<file path="src/rtl/dcache_store_port_pkg.sv">
// Shared encodings for the dcache store-drain port: memory access types,
// store sizes and the write-sequencing FSM states.
package dcache_store_port_pkg;

  // Memory access type carried with each store
  localparam logic [1:0] MAT_UC = 2'b00;
  localparam logic [1:0] MAT_CC = 2'b01;

  // Store size sideband; 2'b11 is handled like a word
  localparam logic [1:0] SZ_BYTE = 2'b00;
  localparam logic [1:0] SZ_HALF = 2'b01;
  localparam logic [1:0] SZ_WORD = 2'b10;

  localparam int STRB_W = 4;

  typedef enum logic [2:0] {
    ST_IDLE,
    ST_LOOKUP,
    ST_RESOLVE,
    ST_MEMWR,
    ST_DONE
  } sp_state_e;

  // Only MAT_CC goes through the cache; every other code is written uncached
  function automatic logic is_cached(input logic [1:0] mat);
    return (mat == MAT_CC);
  endfunction

endpackage

</file>
<file path="src/rtl/dcache_store_port_align.sv">
// Combinational lane alignment of a right-aligned store: turns size and the
// low address bits into byte enables and lane-positioned write data.
module store_lane_align
  import dcache_store_port_pkg::*;
#(
  parameter int DW = 32
) (
  input  logic [1:0]        size_i,
  input  logic [1:0]        addr_lo_i,
  input  logic [DW-1:0]     data_i,
  output logic [STRB_W-1:0] strb_o,
  output logic [DW-1:0]     data_o
);

  // Byte/half are shifted into their lane; word (and size 11) pass through
  always_comb begin
    strb_o = 4'b1111;
    data_o = data_i;
    case (size_i)
      SZ_BYTE: begin
        strb_o = 4'b0001 << addr_lo_i;
        data_o = DW'(data_i[7:0]) << {addr_lo_i, 3'b000};
      end
      SZ_HALF: begin
        // A[0] does not participate: a half always sits in lanes 0-1 or 2-3
        strb_o = addr_lo_i[1] ? 4'b1100 : 4'b0011;
        data_o = DW'(data_i[15:0]) << {addr_lo_i[1], 4'b0000};
      end
      default: begin
        strb_o = 4'b1111;
        data_o = data_i;
      end
    endcase
  end

endmodule

</file>
<file path="src/rtl/dcache_store_port.sv">
// Dcache responder for the store-buffer drain interface. Accepted stores are
// lane-aligned, queued in order and written one at a time: cached stores do
// a tag lookup and write the data array on hit (no allocate on miss), the
// rest go out on the memory write bus. The entry pointer is handed back to
// the store buffer once the write is globally done.
module dcache_store_port
  import dcache_store_port_pkg::*;
#(
  parameter int QDEPTH = 2,
  parameter int AW     = 32,
  parameter int DW     = 32
) (
  input  logic              Clk,
  input  logic              Rest,
  input  logic              SbToDcdAble,
  input  logic [1:0]        SbToDcdAMat,
  input  logic [2:0]        SbToDcdAPtr,
  input  logic [AW-1:0]     SbToDcdAPhyAddr,
  input  logic [DW-1:0]     SbToDcdAPhyDate,
  input  logic [1:0]        SbToDcdASize,
  output logic              DcdToSbSuccess,
  output logic              DcdToSbBackAble,
  output logic [2:0]        DcdToSbBackPtr,
  output logic              TagReq,
  output logic [AW-1:0]     TagAddr,
  input  logic              TagHit,
  output logic              CacheWrAble,
  output logic [AW-1:0]     CacheWrAddr,
  output logic [DW-1:0]     CacheWrDate,
  output logic [STRB_W-1:0] CacheWrStrb,
  output logic              MemWrReq,
  output logic [AW-1:0]     MemWrAddr,
  output logic [DW-1:0]     MemWrDate,
  output logic [STRB_W-1:0] MemWrStrb,
  input  logic              MemWrAck,
  output logic              PortEmpty
);

  localparam int PW = (QDEPTH > 1) ? $clog2(QDEPTH) : 1;

  typedef struct packed {
    logic [1:0]        mat;
    logic [2:0]        ptr;
    logic [AW-1:0]     addr;   // word aligned
    logic [DW-1:0]     data;   // lane aligned
    logic [STRB_W-1:0] strb;
  } sq_entry_t;

  // ---------------------------------------------------------------------------
  // Enqueue path
  // ---------------------------------------------------------------------------
  logic [STRB_W-1:0] al_strb;
  logic [DW-1:0]     al_data;
  sq_entry_t         new_ent;

  store_lane_align #(.DW(DW)) u_align (
    .size_i    (SbToDcdASize),
    .addr_lo_i (SbToDcdAPhyAddr[1:0]),
    .data_i    (SbToDcdAPhyDate),
    .strb_o    (al_strb),
    .data_o    (al_data)
  );

  always_comb begin
    new_ent.mat  = SbToDcdAMat;
    new_ent.ptr  = SbToDcdAPtr;
    new_ent.addr = {SbToDcdAPhyAddr[AW-1:2], 2'b00};
    new_ent.data = al_data;
    new_ent.strb = al_strb;
  end

  // ---------------------------------------------------------------------------
  // Pending-store queue; the extra pointer MSB separates full from empty
  // ---------------------------------------------------------------------------
  sq_entry_t   q_mem_q [QDEPTH];
  logic [PW:0] wr_q, wr_d;
  logic [PW:0] rd_q, rd_d;
  logic        full, empty, enq, pop;
  sq_entry_t   head;
  sp_state_e   state_q;

  assign empty = (wr_q == rd_q);
  assign full  = ((wr_q ^ rd_q) == {1'b1, {PW{1'b0}}});
  assign pop   = (state_q == ST_DONE);
  assign head  = q_mem_q[rd_q[PW-1:0]];

  // A full queue still accepts in the cycle its head retires
  assign enq            = SbToDcdAble & ~Rest & (~full | pop);
  assign DcdToSbSuccess = enq;

  always_comb begin
    wr_d = wr_q + (PW+1)'(enq);
    rd_d = rd_q + (PW+1)'(pop);
  end

  // Queue pointers
  always_ff @(posedge Clk) begin
    if (Rest) begin
      wr_q <= '0;
      rd_q <= '0;
    end else begin
      wr_q <= wr_d;
      rd_q <= rd_d;
    end
  end

  // Queue storage; contents are only meaningful between the pointers
  always_ff @(posedge Clk) begin
    if (enq) q_mem_q[wr_q[PW-1:0]] <= new_ent;
  end

  // ---------------------------------------------------------------------------
  // Write sequencer, serving the queue head only
  // ---------------------------------------------------------------------------
  logic              tag_req_q;
  logic [AW-1:0]     tag_addr_q;
  logic              cwr_q;
  logic [AW-1:0]     cwr_addr_q;
  logic [DW-1:0]     cwr_data_q;
  logic [STRB_W-1:0] cwr_strb_q;
  logic              mwr_q;
  logic [AW-1:0]     mwr_addr_q;
  logic [DW-1:0]     mwr_data_q;
  logic [STRB_W-1:0] mwr_strb_q;
  logic              back_q;
  logic [2:0]        back_ptr_q;

  // State plus registered outputs; single-cycle strobes default low each cycle
  always_ff @(posedge Clk) begin
    if (Rest) begin
      state_q    <= ST_IDLE;
      tag_req_q  <= 1'b0;
      tag_addr_q <= '0;
      cwr_q      <= 1'b0;
      cwr_addr_q <= '0;
      cwr_data_q <= '0;
      cwr_strb_q <= '0;
      mwr_q      <= 1'b0;
      mwr_addr_q <= '0;
      mwr_data_q <= '0;
      mwr_strb_q <= '0;
      back_q     <= 1'b0;
      back_ptr_q <= '0;
    end else begin
      tag_req_q  <= 1'b0;
      tag_addr_q <= '0;
      cwr_q      <= 1'b0;
      cwr_addr_q <= '0;
      cwr_data_q <= '0;
      cwr_strb_q <= '0;
      back_q     <= 1'b0;
      back_ptr_q <= '0;
      case (state_q)
        ST_IDLE: begin
          if (!empty) begin
            if (is_cached(head.mat)) begin
              state_q    <= ST_LOOKUP;
              tag_req_q  <= 1'b1;
              tag_addr_q <= head.addr;
            end else begin
              state_q    <= ST_MEMWR;
              mwr_q      <= 1'b1;
              mwr_addr_q <= head.addr;
              mwr_data_q <= head.data;
              mwr_strb_q <= head.strb;
            end
          end
        end
        ST_LOOKUP: begin
          // TagReq is high for this one cycle; the hit comes back next cycle
          state_q <= ST_RESOLVE;
        end
        ST_RESOLVE: begin
          if (TagHit) begin
            state_q    <= ST_DONE;
            cwr_q      <= 1'b1;
            cwr_addr_q <= head.addr;
            cwr_data_q <= head.data;
            cwr_strb_q <= head.strb;
            back_q     <= 1'b1;
            back_ptr_q <= head.ptr;
          end else begin
            // No allocate on miss: the store goes straight to memory
            state_q    <= ST_MEMWR;
            mwr_q      <= 1'b1;
            mwr_addr_q <= head.addr;
            mwr_data_q <= head.data;
            mwr_strb_q <= head.strb;
          end
        end
        ST_MEMWR: begin
          if (MemWrAck) begin
            state_q    <= ST_DONE;
            mwr_q      <= 1'b0;
            mwr_addr_q <= '0;
            mwr_data_q <= '0;
            mwr_strb_q <= '0;
            back_q     <= 1'b1;
            back_ptr_q <= head.ptr;
          end
        end
        ST_DONE: begin
          // BackAble is visible this cycle; the head pops at this edge
          state_q <= ST_IDLE;
        end
        default: state_q <= ST_IDLE;
      endcase
    end
  end

  assign TagReq          = tag_req_q;
  assign TagAddr         = tag_addr_q;
  assign CacheWrAble     = cwr_q;
  assign CacheWrAddr     = cwr_addr_q;
  assign CacheWrDate     = cwr_data_q;
  assign CacheWrStrb     = cwr_strb_q;
  assign MemWrReq        = mwr_q;
  assign MemWrAddr       = mwr_addr_q;
  assign MemWrDate       = mwr_data_q;
  assign MemWrStrb       = mwr_strb_q;
  assign DcdToSbBackAble = back_q;
  assign DcdToSbBackPtr  = back_ptr_q;
  assign PortEmpty       = empty & (state_q == ST_IDLE);

endmodule

</file>
<file path="config.mk">
export PLATFORM = sky130hd
export DESIGN_NAME = dcache_store_port
export DESIGN_NICKNAME = d
export VERILOG_FILES = /design/src/rtl/dcache_store_port_pkg.sv /design/src/rtl/dcache_store_port_align.sv /design/src/rtl/dcache_store_port.sv
export SDC_FILE = /design/constraint.sdc
export NUM_CORES = 1
export LEC_CHECK = 0
export BUFFER_PORTS_ARGS = -buffer_cell sky130_fd_sc_hd__buf_2
export CAP_MARGIN = 20
export CORE_MARGIN = 2
export CORE_UTILIZATION = 40
export DETAILED_ROUTE_END_ITERATION = 7
export SLEW_MARGIN = 20
export SYNTH_ARGS = -nofsm -noshare
export SYNTH_HDL_FRONTEND = slang
export SYNTH_SLANG_ARGS = --single-unit
</file>
<file path="constraint.sdc">
create_clock -name Clk -period 6.1 [get_ports Clk]
set_input_delay 0.305 -clock Clk [delete_from_list [all_inputs] [get_ports Clk]]
set_output_delay 0.305 -clock Clk [all_outputs]
set_load 0.01 [all_outputs]
</file>
==> out/results.md <==
### Status
* **run status** completed

### Worst setup path
* **worst-path maximum fanout** 21
* **required time of the worst setup path** 5.79 ns
* **cell breakdown of the critical path** xnor2_1 -> nand2_1 -> nor4_1 -> buf_2
* **CP endpoint kind** output port
* **buffers plus inverters on the worst setup path** 1
* **origin of the worst setup path** rd_q[0]$_SDFF_PP0_
* **kind of critical path** reg2out
* **Top delay family on crit path** simple AND/OR/NAND/NOR gates
* **startpoint types** flip-flop
* **data arrival at the endpoint of the critical path** 2.23 ns
* **cells on worst reg2reg path** 6
* **cell count along the critical path** 4
* **peak per-stage delay on the critical path** 0.58 ns
* **worst flop-to-flop path startpoint** state_q[0]$_SDFFE_PP0P_
* **slowest stage cell, crit path** sky130_fd_sc_hd__dfxtp_4

### Min path
* **kind of path behind the tightest hold check** in2reg
* **worst hold path depth** 1
* **critical hold path startpoint** SbToDcdAPhyAddr[23]

### Layout
* **antenna cells** 0
* **signed area change from the synthesized netlist to the final layout** 27.2%
* **Final Core Density** 0.517
* **final-stage net count** 1223
* **share of final-layout standard cells stronger than drive strength 1** 0.308

### Timing
* **unrepaired setup endpoints after global routing** false
* **Max Transition Viols Final** 0
* **worst clock skew on the final layout** 0.0169 ns
* **headroom to the max-slew limit** 0.334
* **Worst Tran Pin Value** 0.996 ns
* **Final Hold Violating Endpoints** 0
* **final setup violation count** 0
* **smallest hold slack** 0.0317 ns
* **setup tns final** 0 ns
* **crit path time final** 2.53 ns
* **Worst Setup Slack, final** 3.57 ns
* **final worst-path cycle share** 0.415
* **achievable frequency** 395 MHz

### Logic synthesis
* **Post-Syn Instances** 867
* **Post-synth EDFFs** 142
* **synthesis warning total** 0
* **number of synthesized register bits** 318
* **Yosys top cell area share** 0.377
* **synthesized cell area** 0.0113 mm²
* **ys flop type** sky130_fd_sc_hd__dfxtp_1
* **most frequent cells after synthesis** 176 x sky130_fd_sc_hd__dfxtp_1, 164 x sky130_fd_sc_hd__nor2_1, 142 x sky130_fd_sc_hd__edfxtp_1
* **count leader, synth** sky130_fd_sc_hd__dfxtp_1
* **share of synthesized flip-flops with an asynchronous set or reset** 0
* **Avg Synthesized Cell Area** 13.1 µm²
* **largest area contributor in the netlist** sky130_fd_sc_hd__edfxtp_1
* **share of the yosys chip area belonging to registers** 0.688
* **number of unique standard cell types used by synthesis** 39
* **top cells by area in the synthesized netlist** sky130_fd_sc_hd__edfxtp_1 38%, sky130_fd_sc_hd__dfxtp_1 31%, sky130_fd_sc_hd__mux2i_1 6.1%

### Clock network
* **maximum root-to-sink buffer count** 3
* **Root Buffer** sky130_fd_sc_hd__clkbuf_16
* **clock tree from TritonCTS** built
* **Worst-Skew Late Latency** 0.50 ns
* **number of CTS-inserted buffers** 35
* **# clock sinks** 318
* **deepest level of the CTS H-tree** 2
* **register clock-pin slew on the reported worst setup and hold paths** 0.06 ns

### Die
* **floorplan die width** 172 µm
* **overall die area** 0.0297 mm²
* **Initial Utilization** 0.406
* **height of the die** 172 µm
* **top-level I/O count** 253
* **area of the core region** 0.0279 mm²
* **Placement Rows** 61

### Routing
* **post-DR vias/cell** 4.69
* **Detailed Route Iter0 Violations** 431
* **DRT Pass-1 Iters** 4
* **via count** 7263
* **mean routed wirelength per cell** 16.7 µm
* **wire length after detailed routing** 25900 µm
* **number of DRC violations after detailed routing** 0
* **number of nets with antenna violations after routing** 0

### Global route
* **pin count of the biggest net entering global routing** 78
* **Remaining Overflow, GRT** 0
* **number of global-route vias before repair** 7046
* **number of antenna violations at the first check in global routing** 0
* **wire length of the first global-routing pass** 39000 µm
* **global-route total usage across every layer** 0.171

### Place
* **count of input and output buffers** 246
* **detailed-placement wirelength estimate** 16700 µm
* **last weighted congestion value of the routability-driven placer** 0.877
* **pre-CTS WS** 3.21 ns

### Pwr
* **Pleak** 6.09 nW
* **power consumption** 5.45 mW
* **largest vdd supply drop** 0.000194 V
* **total power divided by cell area** 379 mW/mm²

### Job
* **max-capacitance violation count** 0

## area by class of cell
cell class              count  area [µm²]
fillers                  2493       13500
clock inverters            13        70.1
inverters                   7        26.3
repair buffers            289        1680
well taps                 378         473
multi-input cells         493        3300
flip-flops and latches    318        7790
clock buffers              50        1060
## worst reg2reg max path, cell delays in order, from the launching register on
cell,delay [ns]
sky130_fd_sc_hd__dfxtp_1,0.39
sky130_fd_sc_hd__nor2_1,0.28
sky130_fd_sc_hd__and2_1,0.20
sky130_fd_sc_hd__nor2_1,0.06
sky130_fd_sc_hd__a21oi_1,0.40
sky130_fd_sc_hd__ha_4,0.50
sky130_fd_sc_hd__buf_16,0.31
## power by group
| group | internal (mW) | switching (mW) | total (mW) | leakage (nW) |
|---|---|---|---|---|
| Combinational | 0.404 | 0.508 | 0.912 | 2.79 |
| Clock | 1.21 | 0.801 | 2.01 | 0.560 |
| Sequential | 2.43 | 0.103 | 2.53 | 2.74 |
## stage by stage
stage,std cells,instance area [µm²]
final,1548,14400
after floorplan,872,11300
after global routing,1548,14400
after CTS,1546,14300
after global placement,1449,12900
after detailed placement,1449,12900
## path summary, 6_finish.rpt
kind                                                  end  slack, ns
worst max-delay path                            PortEmpty       3.57
worst min-delay path             q_mem_q[1][57]$_DFFE_PP_       0.03
worst max register to register    q_mem_q[1][0]$_DFFE_PP_       3.59
worst min register to register  MemWrStrb[0]$_SDFFE_PP0P_       0.48
## repair_timing
action / CTS / global route
buffers inserted: 0 / 0
endpoints found under the hold margin: 66 / 0
gates resized for setup: 0 / 0
hold buffers: 34 / 0
## layout by cell type (no fill, tap or decap), types with 7 or more instances in the layout
| cell | count |
|---|---|
| sky130_fd_sc_hd__a22o_1 | 8 |
| sky130_fd_sc_hd__a22oi_1 | 16 |
| sky130_fd_sc_hd__and2_1 | 10 |
| sky130_fd_sc_hd__buf_2 | 246 |
| sky130_fd_sc_hd__buf_4 | 7 |
| sky130_fd_sc_hd__clkbuf_16 | 38 |
| sky130_fd_sc_hd__dfxtp_1 | 175 |
| sky130_fd_sc_hd__dlygate4sd3_1 | 34 |
| sky130_fd_sc_hd__edfxtp_1 | 142 |
| sky130_fd_sc_hd__inv_1 | 7 |
| sky130_fd_sc_hd__mux2_1 | 24 |
| sky130_fd_sc_hd__mux2_2 | 42 |
| sky130_fd_sc_hd__mux2i_1 | 69 |
| sky130_fd_sc_hd__nand2_1 | 25 |
| sky130_fd_sc_hd__nand2b_1 | 9 |
| sky130_fd_sc_hd__nand3_1 | 9 |
| sky130_fd_sc_hd__nor2_1 | 164 |
| sky130_fd_sc_hd__nor2b_1 | 64 |
| sky130_fd_sc_hd__o21ai_0 | 11 |
## flip-flops by register name (all words and copies together) (netlist names)
register and cells:
CacheWrAble 1, CacheWrAddr 30, CacheWrDate 32, CacheWrStrb 4, DcdToSbBackAble 1, DcdToSbBackPtr 3
MemWrAddr 30, MemWrDate 32, MemWrReq 1, MemWrStrb 4, TagAddr 30, TagReq 1
q_mem_q 142, rd_q 2, state_q 3, wr_q 2
## routing by layer
layer,share of wire,track usage,vias up
li1,-,-,3528
met1,0.45,0.232,3447
met2,0.47,0.280,252
met3,0.057,0.0355,36
met4,0.019,0.0471,0
met5,0,0,-
## logic make-up (layout without fill, tap and decap cells)
logic type      after synthesis  in the layout  synth area share
mux                         135            135             0.127
xor+xnor                      4              4           0.00310
flops                       318            318             0.688
other cells                   1              6          0.000331
simple gates                298            298             0.123
buf+inv                      61            359            0.0256
compound gates               47             47            0.0296
fa+ha+maj                     3              3           0.00332
Note: power is estimated with default switching activity, not from simulation.
